==> src/rtl/wb_write_queue.sv <==
// Writeback write-request queue: merges load and ALU register writes in order,
// retires one per cycle to the register file and publishes a per-register pending mask.
module wb_write_queue #(
  parameter int DEPTH = 4,
  parameter int DW    = 16
) (
  input  logic                     clk,
  input  logic                     rst,
  input  logic                     mem_valid,
  input  logic [3:0]               mem_reg,
  input  logic [DW-1:0]            mem_data,
  output logic                     mem_ready,
  input  logic                     alu_valid,
  input  logic [3:0]               alu_reg,
  input  logic [DW-1:0]            alu_data,
  output logic                     alu_ready,
  input  logic                     wb_hold,
  output logic                     WriteReg,
  output logic [3:0]               DstReg,
  output logic [DW-1:0]            DstData,
  output logic [15:0]              pending,
  output logic [$clog2(DEPTH):0]   count
);

  localparam int PW = $clog2(DEPTH);
  localparam int CW = PW + 1;

  logic [3:0]       reg_q  [DEPTH];
  logic [3:0]       reg_d  [DEPTH];
  logic [DW-1:0]    data_q [DEPTH];
  logic [DW-1:0]    data_d [DEPTH];
  logic [DEPTH-1:0] vld_q, vld_d;
  logic [PW-1:0]    wr_ptr_q, wr_ptr_d;
  logic [PW-1:0]    rd_ptr_q, rd_ptr_d;
  logic [CW-1:0]    count_q, count_d;

  logic          full, empty;
  logic          mem_push, alu_push, push, pop;
  logic [3:0]    push_reg;
  logic [DW-1:0] push_data;

  // Handshake and retire decisions depend only on registered occupancy,
  // so a retire in the same cycle never frees a slot for an enqueue.
  always_comb begin
    full      = (count_q == CW'(DEPTH));
    empty     = (count_q == '0);
    mem_ready = ~full;
    alu_ready = ~full & ~mem_valid;
    mem_push  = mem_valid & mem_ready;
    alu_push  = alu_valid & alu_ready;
    push      = mem_push | alu_push;
    push_reg  = mem_push ? mem_reg  : alu_reg;
    push_data = mem_push ? mem_data : alu_data;
    WriteReg  = ~empty & ~wb_hold;
    pop       = WriteReg;
    DstReg    = empty ? '0 : reg_q[rd_ptr_q];
    DstData   = empty ? '0 : data_q[rd_ptr_q];
    count     = count_q;
  end

  always_comb begin
    pending = '0;
    for (int i = 0; i < DEPTH; i++) begin
      if (vld_q[i]) pending[reg_q[i]] = 1'b1;
    end
  end

  always_comb begin
    // NOTE: every _d starts as its _q so no path through this block infers a latch.
    reg_d    = reg_q;
    data_d   = data_q;
    vld_d    = vld_q;
    wr_ptr_d = wr_ptr_q;
    rd_ptr_d = rd_ptr_q;
    count_d  = count_q;
    if (pop) begin
      vld_d[rd_ptr_q] = 1'b0;
      rd_ptr_d        = rd_ptr_q + 1'b1;
    end
    if (push) begin
      reg_d[wr_ptr_q]  = push_reg;
      data_d[wr_ptr_q] = push_data;
      vld_d[wr_ptr_q]  = 1'b1;
      wr_ptr_d         = wr_ptr_q + 1'b1;
    end
    case ({push, pop})
      2'b10:   count_d = count_q + 1'b1;
      2'b01:   count_d = count_q - 1'b1;
      default: count_d = count_q;
    endcase
  end

  // NOTE: sequential state uses <= so every flop samples pre-edge values.
  always_ff @(posedge clk) begin
    if (rst) begin
      vld_q    <= '0;
      wr_ptr_q <= '0;
      rd_ptr_q <= '0;
      count_q  <= '0;
    end else begin
      vld_q    <= vld_d;
      wr_ptr_q <= wr_ptr_d;
      rd_ptr_q <= rd_ptr_d;
      count_q  <= count_d;
    end
  end

  // NOTE: payload storage is not reset; the valid bits and the empty mask keep
  // stale contents from ever reaching the outputs.
  always_ff @(posedge clk) begin
    reg_q  <= reg_d;
    data_q <= data_d;
  end

endmodule

==> config.mk <==
export PLATFORM = sky130hd
export DESIGN_NAME = wb_write_queue
export DESIGN_NICKNAME = d
export VERILOG_FILES = /design/src/rtl/wb_write_queue.sv
export SDC_FILE = /design/constraint.sdc
export NUM_CORES = 1
export LEC_CHECK = 0
export CAP_MARGIN = 20
export CORE_AREA = 2 2 98 100
export CTS_BUF_LIST = sky130_fd_sc_hd__clkbuf_2 sky130_fd_sc_hd__clkbuf_4 sky130_fd_sc_hd__clkbuf_8
export CTS_CLUSTER_DIAMETER = 200
export DETAILED_ROUTE_END_ITERATION = 8
export DIE_AREA = 0 0 100 102
export PLACE_DENSITY = 0.76
export SLEW_MARGIN = 0
export SYNTH_ARGS = -nofsm -noshare
export SYNTH_HDL_FRONTEND = slang
export SYNTH_SLANG_ARGS = --single-unit
==> constraint.sdc <==
create_clock -name clk -period 2.93 [get_ports clk]
set_input_delay 0.586 -clock clk [delete_from_list [all_inputs] [get_ports clk]]
set_output_delay 0.586 -clock clk [all_outputs]
set_load 0.02 [all_outputs]
==> impl_metrics.csv <==
group,metric,value,unit
grt,grt_pass1_wl,15200,um
grt,antenna_found_initial,0,
sta,maxSlewHeadroom,61.12,%
place,routabilityCongestion,0.8783,
die,core,0.009109,mm2
routing,met1Wirelength,4127,um
critical_path,worst-path-max-fanout,5,
status,status,"finished clean",
routing,dr_wl_met2,4961,um
yosys,ys_seq_area_share,59.23,%
die,initial_core_util,48.61,%
yosys,postSynthAreaPerCell,14.96,um2
routing,vias_per_cell,5.856,
power_and_ir_drop,ir_worst_vdd,0.5375,mV
critical_path,cp.arrival,2.25,ns
critical_path,worstSetupEndpointType,"output port",
finish,drive_gt1_share,18.94,%
power_and_ir_drop,leakage,1.979,nW
routing,top_layer,"met4",
die,dieWidth,100,um
sta,fmax,0.3527,GHz
finish,n_fill_cell,702,
clocking,htreeDepth,3,
yosys,yosys_warnings,0,
power_and_ir_drop,power_density,801.3,mW/mm2
critical_path,cp-start-kind,"flip-flop",
finish,final_nets,446,
grt,overflow,0,
clocking,clk_latency,0.37,ns
sta,tightest_slew,0.5812,ns
power_and_ir_drop,power,4.535,mW
finish,n_antenna_cell,0,
yosys,synth_edf_count,80,
critical_path,r2r_start,"count[0]",
finish,areaGrowthSynthToFinish,27.80,%
sta,fin_crit_sh,96.76,%
hold_path,min_path_type,"flip-flop to flip-flop",
sta,slew_viol_final,0,
yosys,synth_flop_cell,"edfxtp_1",
critical_path,cp.required,2.34,ns
critical_path,critical_path_class,"flip-flop to output port",
grt,grt_max_degree,26,
clocking,clock_path_buffers,2,
yosys,syn-num-nets,351,
sta,setup_slack,0.09483,ns
job,maxCapViolCount,0,
die,num_rows,35,
hold_path,worstHoldStart,"wr_ptr_q[1]",
clocking,cts_hold_buf,0,
routing,firstDrtPassIters,6,
sta,hold_violations,0,
grt,grt_pass1_vias,2880,
yosys,ys_types,38,
yosys,synth_seq_cells,91,
die,dieHeight,102,um
finish,final_cell_mix,"clkdlybuf4s50_1 (84), edfxtp_1 (80), mux4_2 (20), mux2_2 (20), nor2b_1 (13)",
grt,grt_usage,20.09,%
routing,wl_per_cell,19.64,um
routing,drtIter0Drc,191,
die,dieArea,0.01020,mm2
routing,ant_nets,0,
die,io_pins,87,
routing,num_vias,2969,
clocking,root_buffer,"clkbuf_8",
yosys,async_reset_ff_share,0,%
sta,min_period,2.835,ns
yosys,syn_inst,296,
critical_path,critPathLaunch,"reg_q[14]",
place,port-buffer-count,86,
yosys,syn-cell-area,0.004428,mm2
routing,wl,9957,um
sta,hold_slack,0.5255,ns
sta,rsz0062_at_grt,"no",
routing,route.detailed.drc,0,
place,hpwl,6848,um
clocking,clkSlewWorstSetupHoldPaths,0.10,ns
clocking,cts_sinks,91,
clocking,cts_inserted_buffers,9,
sta,clock_skew,0.01265,ns
place,place_ws,-0.001345,ns
sta,finalSetupViolations,0,
finish,mostFrequentLayoutCell,"clkdlybuf4s50_1",
clocking,tritoncts,"done",
routing,wl_met3,659,um
==> area by class of cell <==
| type | count | area, um2 | area share, % |
|---|---|---|---|
| Multi-Input combinational cell | 182 | 1699 | 30.02 |
| Tap cell | 111 | 138.9 | 2.454 |
| Timing Repair Buffer | 95 | 962.2 | 17.00 |
| Inverter | 12 | 45.04 | 0.7959 |
| Clock buffer | 9 | 123.9 | 2.189 |
| Clock inverter | 7 | 66.31 | 1.172 |
| Sequential cell | 91 | 2624 | 46.36 |
==> synth_stat cells, types with 2 or more instances <==
library cell   n  share of area, %
buf_2          3              0.34
or3_1          2              0.28
nand3b_1       4              0.68
o21ai_0        6              0.68
a221o_1        6               1.4
edfxtp_1      80                54
mux2i_1        2              0.45
buf_4          3              0.51
ha_1           9               2.5
mux2_2        20               5.1
xor2_1         2              0.40
o221ai_1       6               1.2
dfxtp_1       11               5.0
nor2_1        10              0.85
nand2b_1      12               1.7
a311o_1        4              0.90
or2_2          3              0.42
mux4_2        20                10
a22oi_1        6               1.0
inv_1         12               1.0
nand3_1        6              0.68
a21oi_1        7              0.79
nand2_1        4              0.34
clkbuf_1       3              0.25
and3_1         6              0.85
nor3b_1        2              0.34
and3b_1        2              0.40
nor2b_1       13               1.8
buf_6          2              0.51
or3b_2         2              0.40
and2b_1       12               2.0
o22ai_1       10               1.4
==> where the power goes <==
part	internal, mW	total, mW	switching [mW]	leakage [nW]
combinational	0.913	1.88	0.963	1.05
sequential	1.71	1.83	0.128	0.833
clock	0.332	0.825	0.493	0.0922
==> kinds of logic (layout without fill, tap and decap cells) <==
family / Yosys count / after routing / synth area share, %
AO/OA/AOI/OAI: 45 / 45 / 7.347
buffers and inverters: 23 / 123 / 2.628
flip-flops: 91 / 91 / 59.23
adder cells (fa/ha/maj): 10 / 10 / 2.995
XOR/XNOR: 2 / 2 / 0.3957
AND/OR/NAND/NOR: 82 / 82 / 11.44
multiplexers: 43 / 43 / 15.97
==> final timing paths <==
| check | endpoint | slack (ns) | cells past startpoint |
|---|---|---|---|
| min | wr_ptr_q[1] | 0.53 | 2 |
| max | pending[9] | 0.09 | 4 |
| max reg2reg | count[2] | 0.50 | 9 |
| min reg2reg | wr_ptr_q[1] | 0.53 | 2 |
==> flip-flops by register name (all words and copies together) (netlist names) <==
name,cells
data_q,64
reg_q,16
vld_q,4
count,3
rd_ptr_q,2
wr_ptr_q,2
==> routing by layer <==
metal / track usage, % / vias up
met4: 6.955 / 0
met5: 0 / -
li1: - / 1357
met2: 34.15 / 139
met3: 4.993 / 20
met1: 25.45 / 1453
==> critical path, stage by stage (launching register included) <==
cell and delay [ns]:
edfxtp_1 0.48, or3b_2 0.54, o22ai_1 0.13, a221o_1 0.14, clkdlybuf4s50_1 0.60
==> through the flow <==
step / cell area, um2 / setup TNS (ns) / cells / utilization [%]
after floorplan: 4428 / 0 / 296 / -
after global placement: 5454 / 0 / 491 / 59.88
after detailed placement: 5454 / -0.001345 / 491 / 59.88
after CTS: 5644 / 0 / 507 / 61.96
after global routing: 5659 / 0 / 507 / 62.13
final: 5659 / 0 / 507 / 62.13
==> repair_timing <==
action / 4_1_cts / 5_1_grt
setup endpoints to repair: 0 / 20
hold endpoints to repair: 0 / 0
gates resized for setup: 0 / 5
setup buffers: 0 / 0
No activity file was read; power rests on OpenSTA's default activity.
